**config.mk**
```make
export PLATFORM = sky130hd
export DESIGN_NAME = wino_tile_feeder_flat
export DESIGN_NICKNAME = d
export VERILOG_FILES = /design/src/rtl/wino_tile_feeder_if.sv /design/src/rtl/wino_tile_feeder.sv /design/src/flat_wrapper.sv
export SDC_FILE = /design/constraint.sdc
export NUM_CORES = 1
export LEC_CHECK = 0
export BUFFER_PORTS_ARGS = -buffer_cell sky130_fd_sc_hd__clkbuf_2
export CAP_MARGIN = 25
export CORE_UTILIZATION = 41
export DETAILED_ROUTE_END_ITERATION = 7
export PLACE_DENSITY_LB_ADDON = 0.2
export SYNTH_ARGS = -nofsm -noshare
export SYNTH_HDL_FRONTEND = slang
export SYNTH_SLANG_ARGS = --single-unit
```
**constraint.sdc**
```tcl
create_clock -name clk -period 6.6 [get_ports clk]
set_input_delay 1.32 -clock clk [delete_from_list [all_inputs] [get_ports clk]]
set_output_delay 1.32 -clock clk [all_outputs]
set_load 0.05 [all_outputs]
```
**src/rtl/wino_tile_feeder_if.sv**
```systemverilog
// Stream-in / tile-out bundle between the sample source, wino_tile_feeder and the wc core.
// master = sample source and tile consumer; slave = the feeder itself.
interface wino_tile_feeder_if #(
   parameter int DW   = 10,
   parameter int TILE = 8
);
   logic                 s_valid;
   logic                 s_ready;
   logic [DW-1:0]        s_data;
   logic                 s_last;
   logic [TILE*DW-1:0]   D;
   logic                 d_valid;
   logic                 d_first;
   logic                 d_last;
   logic [2:0]           d_nvalid;
   logic                 row_drop;

   modport master (
      output s_valid, s_data, s_last,
      input  s_ready, D, d_valid, d_first, d_last, d_nvalid, row_drop
   );

   modport slave (
      input  s_valid, s_data, s_last,
      output s_ready, D, d_valid, d_first, d_last, d_nvalid, row_drop
   );
endinterface

```
**src/rtl/wino_tile_feeder.sv**
```systemverilog
// Builds overlapping 8-sample tiles (stride 5, overlap 3) from a serial sample row for the
// Winograd F(5,4) core; short row tails are zero-padded, rows of 3 or fewer samples are dropped.
module wino_tile_feeder #(
   parameter int DW   = 10,
   parameter int TILE = 8,
   parameter int STEP = 5
) (
   input  logic              clk,
   input  logic              rst,
   wino_tile_feeder_if.slave bus
);
   localparam logic [3:0] TILE_W    = 4'(TILE);
   localparam logic [3:0] STEP_W    = 4'(STEP);
   localparam logic [3:0] OVERLAP_W = 4'(TILE - STEP);

   typedef enum logic [1:0] {FILL, RUN, FLUSH} state_e;

   state_e               state_q;
   logic [3:0]           cnt_q;
   logic                 from_run_q;
   logic [TILE*DW-1:0]   win_q;
   logic [TILE*DW-1:0]   d_q;
   logic                 d_valid_q;
   logic                 d_first_q;
   logic                 d_last_q;
   logic [2:0]           d_nvalid_q;
   logic                 row_drop_q;

   logic [TILE*DW-1:0]   shift_d;
   logic [TILE*DW-1:0]   pad_d;
   logic [3:0]           pad_n;
   logic                 accept;

   assign bus.s_ready = rst && (state_q != FLUSH);
   assign accept      = bus.s_valid && bus.s_ready;

   always_comb begin
      // NOTE: every always_comb output gets a value on every path, so no latch is inferred.
      shift_d = {win_q[(TILE-1)*DW-1:0], bus.s_data};
      pad_n   = from_run_q ? (STEP_W - cnt_q) : (TILE_W - cnt_q);
      pad_d   = win_q << (pad_n * DW);
   end

   always_ff @(posedge clk or negedge rst) begin
      if (!rst) begin
         // NOTE: the window is a flop array, not a RAM, so it is cleared with the rest of the state.
         state_q    <= FILL;
         cnt_q      <= '0;
         from_run_q <= 1'b0;
         win_q      <= '0;
         d_q        <= '0;
         d_valid_q  <= 1'b0;
         d_first_q  <= 1'b0;
         d_last_q   <= 1'b0;
         d_nvalid_q <= '0;
         row_drop_q <= 1'b0;
      end else begin
         // NOTE: non-blocking assignments only, so every flop samples pre-edge values.
         d_valid_q  <= 1'b0;
         d_first_q  <= 1'b0;
         d_last_q   <= 1'b0;
         row_drop_q <= 1'b0;

         unique case (state_q)
            FILL: if (accept) begin
               win_q <= shift_d;
               if (cnt_q == TILE_W - 4'd1) begin
                  d_q        <= shift_d;
                  d_valid_q  <= 1'b1;
                  d_first_q  <= 1'b1;
                  d_last_q   <= bus.s_last;
                  d_nvalid_q <= 3'(STEP_W);
                  cnt_q      <= '0;
                  state_q    <= bus.s_last ? FILL : RUN;
               end else begin
                  cnt_q <= cnt_q + 4'd1;
                  if (bus.s_last) begin
                     from_run_q <= 1'b0;
                     state_q    <= FLUSH;
                  end
               end
            end

            RUN: if (accept) begin
               win_q <= shift_d;
               if (cnt_q == STEP_W - 4'd1) begin
                  d_q        <= shift_d;
                  d_valid_q  <= 1'b1;
                  d_last_q   <= bus.s_last;
                  d_nvalid_q <= 3'(STEP_W);
                  cnt_q      <= '0;
                  state_q    <= bus.s_last ? FILL : RUN;
               end else begin
                  cnt_q <= cnt_q + 4'd1;
                  if (bus.s_last) begin
                     from_run_q <= 1'b1;
                     state_q    <= FLUSH;
                  end
               end
            end

            FLUSH: begin
               cnt_q   <= '0;
               state_q <= FILL;
               // A first tile with no sample beyond the overlap yields no meaningful output.
               if (!from_run_q && cnt_q <= OVERLAP_W) begin
                  row_drop_q <= 1'b1;
               end else begin
                  win_q      <= pad_d;
                  d_q        <= pad_d;
                  d_valid_q  <= 1'b1;
                  d_first_q  <= !from_run_q;
                  d_last_q   <= 1'b1;
                  d_nvalid_q <= from_run_q ? 3'(cnt_q) : 3'(cnt_q - OVERLAP_W);
               end
            end

            default: state_q <= FILL;
         endcase
      end
   end

   assign bus.D        = d_q;
   assign bus.d_valid  = d_valid_q;
   assign bus.d_first  = d_first_q;
   assign bus.d_last   = d_last_q;
   assign bus.d_nvalid = d_nvalid_q;
   assign bus.row_drop = row_drop_q;
endmodule
```
**src/flat_wrapper.sv**
```systemverilog
// flat-port wrapper written by rule: the top's interface ports become plain ports
module wino_tile_feeder_flat 
#(
   parameter int DW   = 10,
   parameter int TILE = 8,
   parameter int STEP = 5
)
  (clk, rst, bus_s_valid, bus_s_data, bus_s_last, bus_s_ready, bus_D, bus_d_valid, bus_d_first, bus_d_last, bus_d_nvalid, bus_row_drop);
  wino_tile_feeder_if #(.DW(DW), .TILE(TILE)) bus_i ();
  input  logic clk;
  input  logic rst;
  input wire logic [$bits(bus_i.s_valid)-1:0] bus_s_valid;
  input wire logic [$bits(bus_i.s_data)-1:0] bus_s_data;
  input wire logic [$bits(bus_i.s_last)-1:0] bus_s_last;
  output wire logic [$bits(bus_i.s_ready)-1:0] bus_s_ready;
  output wire logic [$bits(bus_i.D)-1:0] bus_D;
  output wire logic [$bits(bus_i.d_valid)-1:0] bus_d_valid;
  output wire logic [$bits(bus_i.d_first)-1:0] bus_d_first;
  output wire logic [$bits(bus_i.d_last)-1:0] bus_d_last;
  output wire logic [$bits(bus_i.d_nvalid)-1:0] bus_d_nvalid;
  output wire logic [$bits(bus_i.row_drop)-1:0] bus_row_drop;
  assign bus_i.s_valid = bus_s_valid;
  assign bus_i.s_data = bus_s_data;
  assign bus_i.s_last = bus_s_last;
  assign bus_s_ready = bus_i.s_ready;
  assign bus_D = bus_i.D;
  assign bus_d_valid = bus_i.d_valid;
  assign bus_d_first = bus_i.d_first;
  assign bus_d_last = bus_i.d_last;
  assign bus_d_nvalid = bus_i.d_nvalid;
  assign bus_row_drop = bus_i.row_drop;
  wino_tile_feeder #(.DW(DW), .TILE(TILE), .STEP(STEP)) u_core (.clk(clk), .rst(rst), .bus(bus_i));
endmodule
```
Word level (Yosys, flattened, before mapping)
Cells that the tools add are included.
{"block": "totals", "register_bits": 174, "latchBits": 0, "mem_bits_rw": 0, "rom_bits": 0, "in_bits": 14, "output_inout_bits": 88, "elab_cells": 96, "memories": 0}
{"block": "classes", "add_sub_neg": 4, "multipliers": 1, "n_div": 0, "magnitude_cmp": 1, "n_eq_ne": 15, "shifts": 1, "mux": 50, "bitwise_logic": 0, "n_reduce_logical": 14}
{"cell": "$mux 80", "count": 6}
{"cell": "$pmux 80 s3", "count": 1}
{"cell": "$pmux 80 s2", "count": 1}
{"cell": "$shl 80x8->80", "count": 1}
{"cell": "$mux 4", "count": 5}
{"cell": "$mux 1", "count": 19}
{"cell": "$mux 3", "count": 6}
{"cell": "$ne 2x2->1 const B", "count": 6}
{"cell": "$pmux 4 s3", "count": 1}
{"cell": "$mux 2", "count": 5}
{"cell": "$ne 2x1->1 const B", "count": 5}
{"cell": "$pmux 3 s3", "count": 1}
{"cell": "$eq 4x3->1 const B", "count": 2}
{"cell": "$mul 4x3->7 const B", "count": 1}
{"cell": "$reduce_and 7->1", "count": 1}
{"cell": "$pmux 1 s3", "count": 2}
{"cell": "$reduce_and 3->1", "count": 2}
{"cell": "$reduce_and 6->1", "count": 1}
{"cell": "$add 4x1->4 const B", "count": 1}
{"cell": "$le 4x2->1 const B", "count": 1}
{"cell": "$pmux 1 s2", "count": 2}
{"cell": "$pmux 2 s2", "count": 1}
{"cell": "$reduce_bool 2->1", "count": 2}
{"cell": "$sub 3x4->4 const A", "count": 1}
{"cell": "other kinds (10)", "count": 12}

Logic depth before layout (Yosys ltp)
{"block": "logic_depth", "word_depth": 6, "ltp_mapped": 21, "ltp_nobuf": 15}

Least setup slack after synthesis
No wires, ideal clock.
{"block": "synth_path", "kind": "flip-flop to flip-flop", "from": "register u_core.cnt_q[0]", "to": "register u_core.win_q[66]", "setup_time_ns": 0.082, "arrival_ns": 5.035, "required_time_ns": 6.518, "setup_slack_ns": 1.483, "stages_incl_launch_ff": 22, "n_path_buf": 8, "synth_period_minus_slack_ns": 5.117, "path_cell_list": "dfrtp_1 buf_2 clkbuf_1 inv_1 ha_1 mux2i_4 inv_2 buf_2 buf_4 buf_2 ha_1 ha_1 inv_1 fa_1 clkbuf_1 clkbuf_1 nand2_1 a211oi_1 clkbuf_1 a21oi_1 o2bb2ai_1 a31oi_1"}
{"block": "synth_between", "elab_chain_len": 6, "word_cells_on_any_way": 11, "cone_classes": "add/sub (2); mul (1); order compare (1); eq/ne (1); shift (1); mux (3); reduce/logical (2)"}
{"item": "start: declaration", "line_no": "wino_tile_feeder.sv:19", "text": "logic [3:0] cnt_q;"}
{"item": "start signal: assignment", "line_no": "wino_tile_feeder.sv:76", "text": "cnt_q <= cnt_q + 4'd1;"}
{"item": "start signal: assignment", "line_no": "wino_tile_feeder.sv:94", "text": "cnt_q <= cnt_q + 4'd1;"}
{"item": "$sub 4x4->4 / $sub 3x4->4 (equally long branches)", "line_no": "wino_tile_feeder.sv:40", "text": "pad_n = from_run_q ? (STEP_W - cnt_q) : (TILE_W - cnt_q);"}
{"item": "$mux 4", "line_no": "wino_tile_feeder.sv:40"}
{"item": "$mul 4x3->7", "line_no": "wino_tile_feeder.sv:41", "text": "pad_d = win_q << (pad_n * DW);"}
{"item": "$shl 80x8->80", "line_no": "wino_tile_feeder.sv:41"}
{"item": "$mux 80", "line_no": "wino_tile_feeder.sv:106", "text": "if (!from_run_q && cnt_q <= OVERLAP_W) begin"}
{"item": "$pmux 80 s2", "line_no": "wino_tile_feeder.sv:64", "text": "unique case (state_q)"}
{"item": "end signal: assignment", "line_no": "wino_tile_feeder.sv:66", "text": "win_q <= shift_d;"}
{"item": "end signal: assignment", "line_no": "wino_tile_feeder.sv:85", "text": "win_q <= shift_d;"}
{"item": "end signal: assignment", "line_no": "wino_tile_feeder.sv:109", "text": "win_q <= pad_d;"}
{"item": "end: declaration", "line_no": "wino_tile_feeder.sv:21", "text": "logic [TILE*DW-1:0] win_q;"}
Several ways; a longest one is shown, not always the timed one. The select of a mux whose other input is x is not followed.
A chain may end at the register's enable or synchronous reset.

Final worst setup path
{"block": "layout_path", "from": "register u_core.cnt_q[1]", "to": "register u_core.d_q[27] (netlist: u_core.bus.D[27])"}
{"block": "layout_between", "elab_chain_len": 6, "word_cells_on_any_way": 15, "cone_classes": "add/sub (2); mul (1); order compare (1); eq/ne (5); shift (1); mux (3); reduce/logical (2)"}
{"item": "$sub 4x4->4 / $sub 3x4->4 (equally long branches)", "line_no": "wino_tile_feeder.sv:40"}
{"item": "$mux 4", "line_no": "wino_tile_feeder.sv:40"}
{"item": "$mul 4x3->7", "line_no": "wino_tile_feeder.sv:41"}
{"item": "$shl 80x8->80", "line_no": "wino_tile_feeder.sv:41"}
{"item": "$mux 80", "line_no": "wino_tile_feeder.sv:106"}
{"item": "$pmux 80 s3", "line_no": "wino_tile_feeder.sv:64"}
{"item": "end signal: assignment", "line_no": "wino_tile_feeder.sv:68", "text": "d_q <= shift_d;"}
{"item": "end signal: assignment", "line_no": "wino_tile_feeder.sv:87", "text": "d_q <= shift_d;"}
{"item": "end signal: assignment", "line_no": "wino_tile_feeder.sv:110", "text": "d_q <= pad_d;"}
{"item": "end: declaration", "line_no": "wino_tile_feeder.sv:22", "text": "logic [TILE*DW-1:0] d_q;"}
Several ways; a longest one is shown, not always the timed one. The select of a mux whose other input is x is not followed.

==> summary.txt <==
Route
  • DR vias: between 10000 and 15000
  • TritonRoute pass-1 iters: 5
  • DRT antenna net count: 0
  • Post-DR vias/cell: roughly 6.8
  • Drt wl/cell: between 20 and 30 um
  • Residual DRC: 0
  • DRT iter0 DRCs: 1805
  • Final WL: just over 50000 um

Logic synthesis
  • Synth warn: 0
  • Number of synthesized flops with an enable pin: 0
  • Post-synthesis register bit count: approximately 170
  • Post-synthesis cell type count: between 70 and 80
  • Synth async-reset ratio: between 90% and 100%
  • Avg Cell Area, Syn: around 9.3 sq um
  • Commonest cells post-synth: 252 x nand2_1, 174 x dfrtp_1, 102 x o21ai_0
  • Top FF cell, synth: dfrtp_1
  • Cell Area, Synth: 12600 sq um
  • Syn_nets: ~1400
  • Top-count cell post-synth: nand2_1
  • Post-synth top area share: roughly 35%
  • Synthesized instance count: between 1000 and 1500
  • Seq/Total Area, Yosys: roughly a third
  • Synth top area cells: dfrtp_1 35%, mux4_2 12%, nand2_1 7.5%
  • Area leader, netlist: dfrtp_1

Layout
  • Share of cells above drive strength 1: 20.0%
  • Fill cells: 2994
  • Multi-input logic area: approximately 7700 sq um
  • Nets: ~1400
  • Fin area: roughly 14000 sq um
  • N_diodes: 0
  • Area Growth Syn to Fin: 11.4%
  • Final std cells w/o fill: 1809
  • Reg area: roughly 4400 sq um

Setup path
  • Endpoint class of the critical path: flip-flop
  • Crit start category: flip-flop
  • Crit path kind: flip-flop to flip-flop
  • Worst EP required: 6.97 ns
  • Critical path arrival: 5.44 ns
  • Worst-path maximum fanout: 22

STA
  • Fmax: ~200 MHz
  • Skew final: ~0.016 ns
  • Final setup fails: 0
  • Final min period: between 5 and 6 ns
  • Sum Neg Setup Slack: 0 ns
  • RSZ-0062 raised after global routing: no
  • Fin crit share: ~77%
  • Slew Viols, Final: 0
  • Setup WS post-layout: between 1.5 and 2 ns
  • Hold Fails Final Rpt: 0
  • Headroom to the max-slew limit: approximately a third
  • Worst-margin pin slew: between 0.9 and 1 ns

Placement
  • Final GP Congestion: slightly above 1
  • Cells after DPL: approximately 1800
  • Port bufs: around 100
  • Post-Place Setup Slack: roughly 1.6 ns
  • Post-DP HPWL: 37900 um
  • DP Area: 13500 sq um

Floorplan
  • Io pins: approximately 100
  • Initial Util: a little over two fifths
  • Core area: 30000 sq um
  • Die Y: approximately 180 um
  • # rows: 63
  • Die Width: about 180 um
  • Die ar.: roughly 31000 sq um

Clocking
  • CTS Buf Count: 17
  • CTS root buffer: clkbuf_16
  • Post-CTS Resized: 0
  • # hold bufs at CTS: 0
  • CTS Sinks: about 170
  • # Post-CTS Setup Buffers: 0
  • Max Buffers Root-to-Sink: 2
  • CTS tree: done
  • Clk_lat worst skew: between 0.4 and 0.5 ns
  • H-tree lvl count: 4
  • Worst-path clk slew: roughly 0.070 ns

Min path
  • Min-Delay Path Class: flip-flop to flip-flop

GRT
  • Global-route wire length before repair: 77800 um
  • Grt ovf: 0
  • Largest net degree at the start of global routing: slightly above 80
  • Initial antenna violation count: 3
  • Vias in the first global route: ~11000
  • Global Route Usage Sum: roughly a third

Run status
  • Outcome: completed

Flow run
  • Maximum Capacitance Violations: 0
-- worst max-delay path, stage by stage, from the launching register on --
cell and delay [ns]:
dfrtp_1 0.50, inv_1 0.14, ha_1 0.16, or3b_1 0.37
a211o_1 0.39, inv_2 0.14, ha_1 0.18, ha_1 0.20
inv_1 0.08, fa_1 0.56, or3_1 0.42, mux2_2 0.52
nor2_2 0.73, a22oi_1 0.31, o21ai_0 0.25
-- cell families after synthesis --
kind of cell,synth area share (%)
flip-flops,34.5
XOR/XNOR,0.625
multiplexers,20.5
AND/OR/NAND/NOR,15.2
buffers and inverters,4.67
adder cells (fa/ha/maj),1.55
AO/OA/AOI/OAI,22.9
-- per-stage QoR --
stage	util, %	hold WS [ns]
3_3_place_gp	44.9	0.465
4_1_cts	46.8	0.485
6_report	46.9	0.477
2_1_floorplan	-	0.443
3_5_place_dp	44.9	0.469
5_1_grt	46.9	0.501
-- per-layer routing --
| metal | up-vias | wire length [um] | GRT usage, % |
|---|---|---|---|
| met3 | 134 | 5330 | 7.82 |
| met5 | - | 82 | 1.44 |
| li1 | 5277 | - | - |
| met4 | 6 | 2530 | 17.1 |
| met1 | 6052 | 22000 | 48.8 |
| met2 | 760 | 21800 | 47.4 |
-- sequential cells by signal (all words and copies together) (netlist names) --
register	flops
u_core.bus.d_last	1
u_core.cnt_q	4
u_core.state_q	2
u_core.bus.D	80
u_core.bus.d_first	1
u_core.bus.row_drop	1
u_core.from_run_q	1
u_core.win_q	80
u_core.bus.d_nvalid	3
u_core.bus.d_valid	1
-- final timing paths --
kind | startpoint | cells after the start | end | slack [ns]
hold reg to reg | u_core.bus.D[75] | 2 | u_core.bus.D[75] | 0.48
hold / removal | u_core.bus.D[75] | 2 | u_core.bus.D[75] | 0.48
min in group asynchronous | rst | 1 | u_core.bus.D[9] | 0.86
setup / recovery | u_core.cnt_q[1] | 14 | u_core.bus.D[27] | 1.54
max in group asynchronous | rst | 3 | u_core.win_q[55] | 4.73
setup reg to reg | u_core.cnt_q[1] | 14 | u_core.bus.D[27] | 1.54
-- layout make-up --
type | count | share of cell area, %
Clock buffer | 18 | 3.05
Multi-Input combinational cell | 1047 | 54.7
Clock inverter | 13 | 1.09
Timing Repair Buffer | 143 | 6.01
Inverter | 24 | 0.703
Tap cell | 390 | 3.47
Sequential cell | 174 | 31.0
-- cells in the final DEF, fill, tap and decap left out, types with 6 or more instances in the layout --
master     netlist  final
clkbuf_16        0     17
o31ai_1         27     27
or3_1            6      6
nor2b_1         13     13
a221oi_1        19     19
clkbuf_2         0    100
a22o_1           8      8
a32oi_1         13     13
and3_1           8      8
nor3_1          24     24
mux4_1           8      8
dfrtp_1        174    174
ha_1            14     14
o22a_1           7      7
inv_6            1      6
o211ai_1         9      9
mux2_2          20     20
a22oi_1         55     55
a31oi_1         35     35
buf_4            5     40
nand2_1        252    251
o22ai_1         25     25
a21oi_1         47     47
and2_1           6      6
o21ai_0        102    102
nand2b_1         7      7
a211oi_1        12     12
mux4_2          67     67
o221ai_1        21     21
nor2_1          85     84
inv_1           21     19
mux2i_1         61     60
nand3_1         14     14
Power is left out: the tool's default activity adds up to more than one toggle a clock period on the data nets, which glitch-free logic cannot reach.
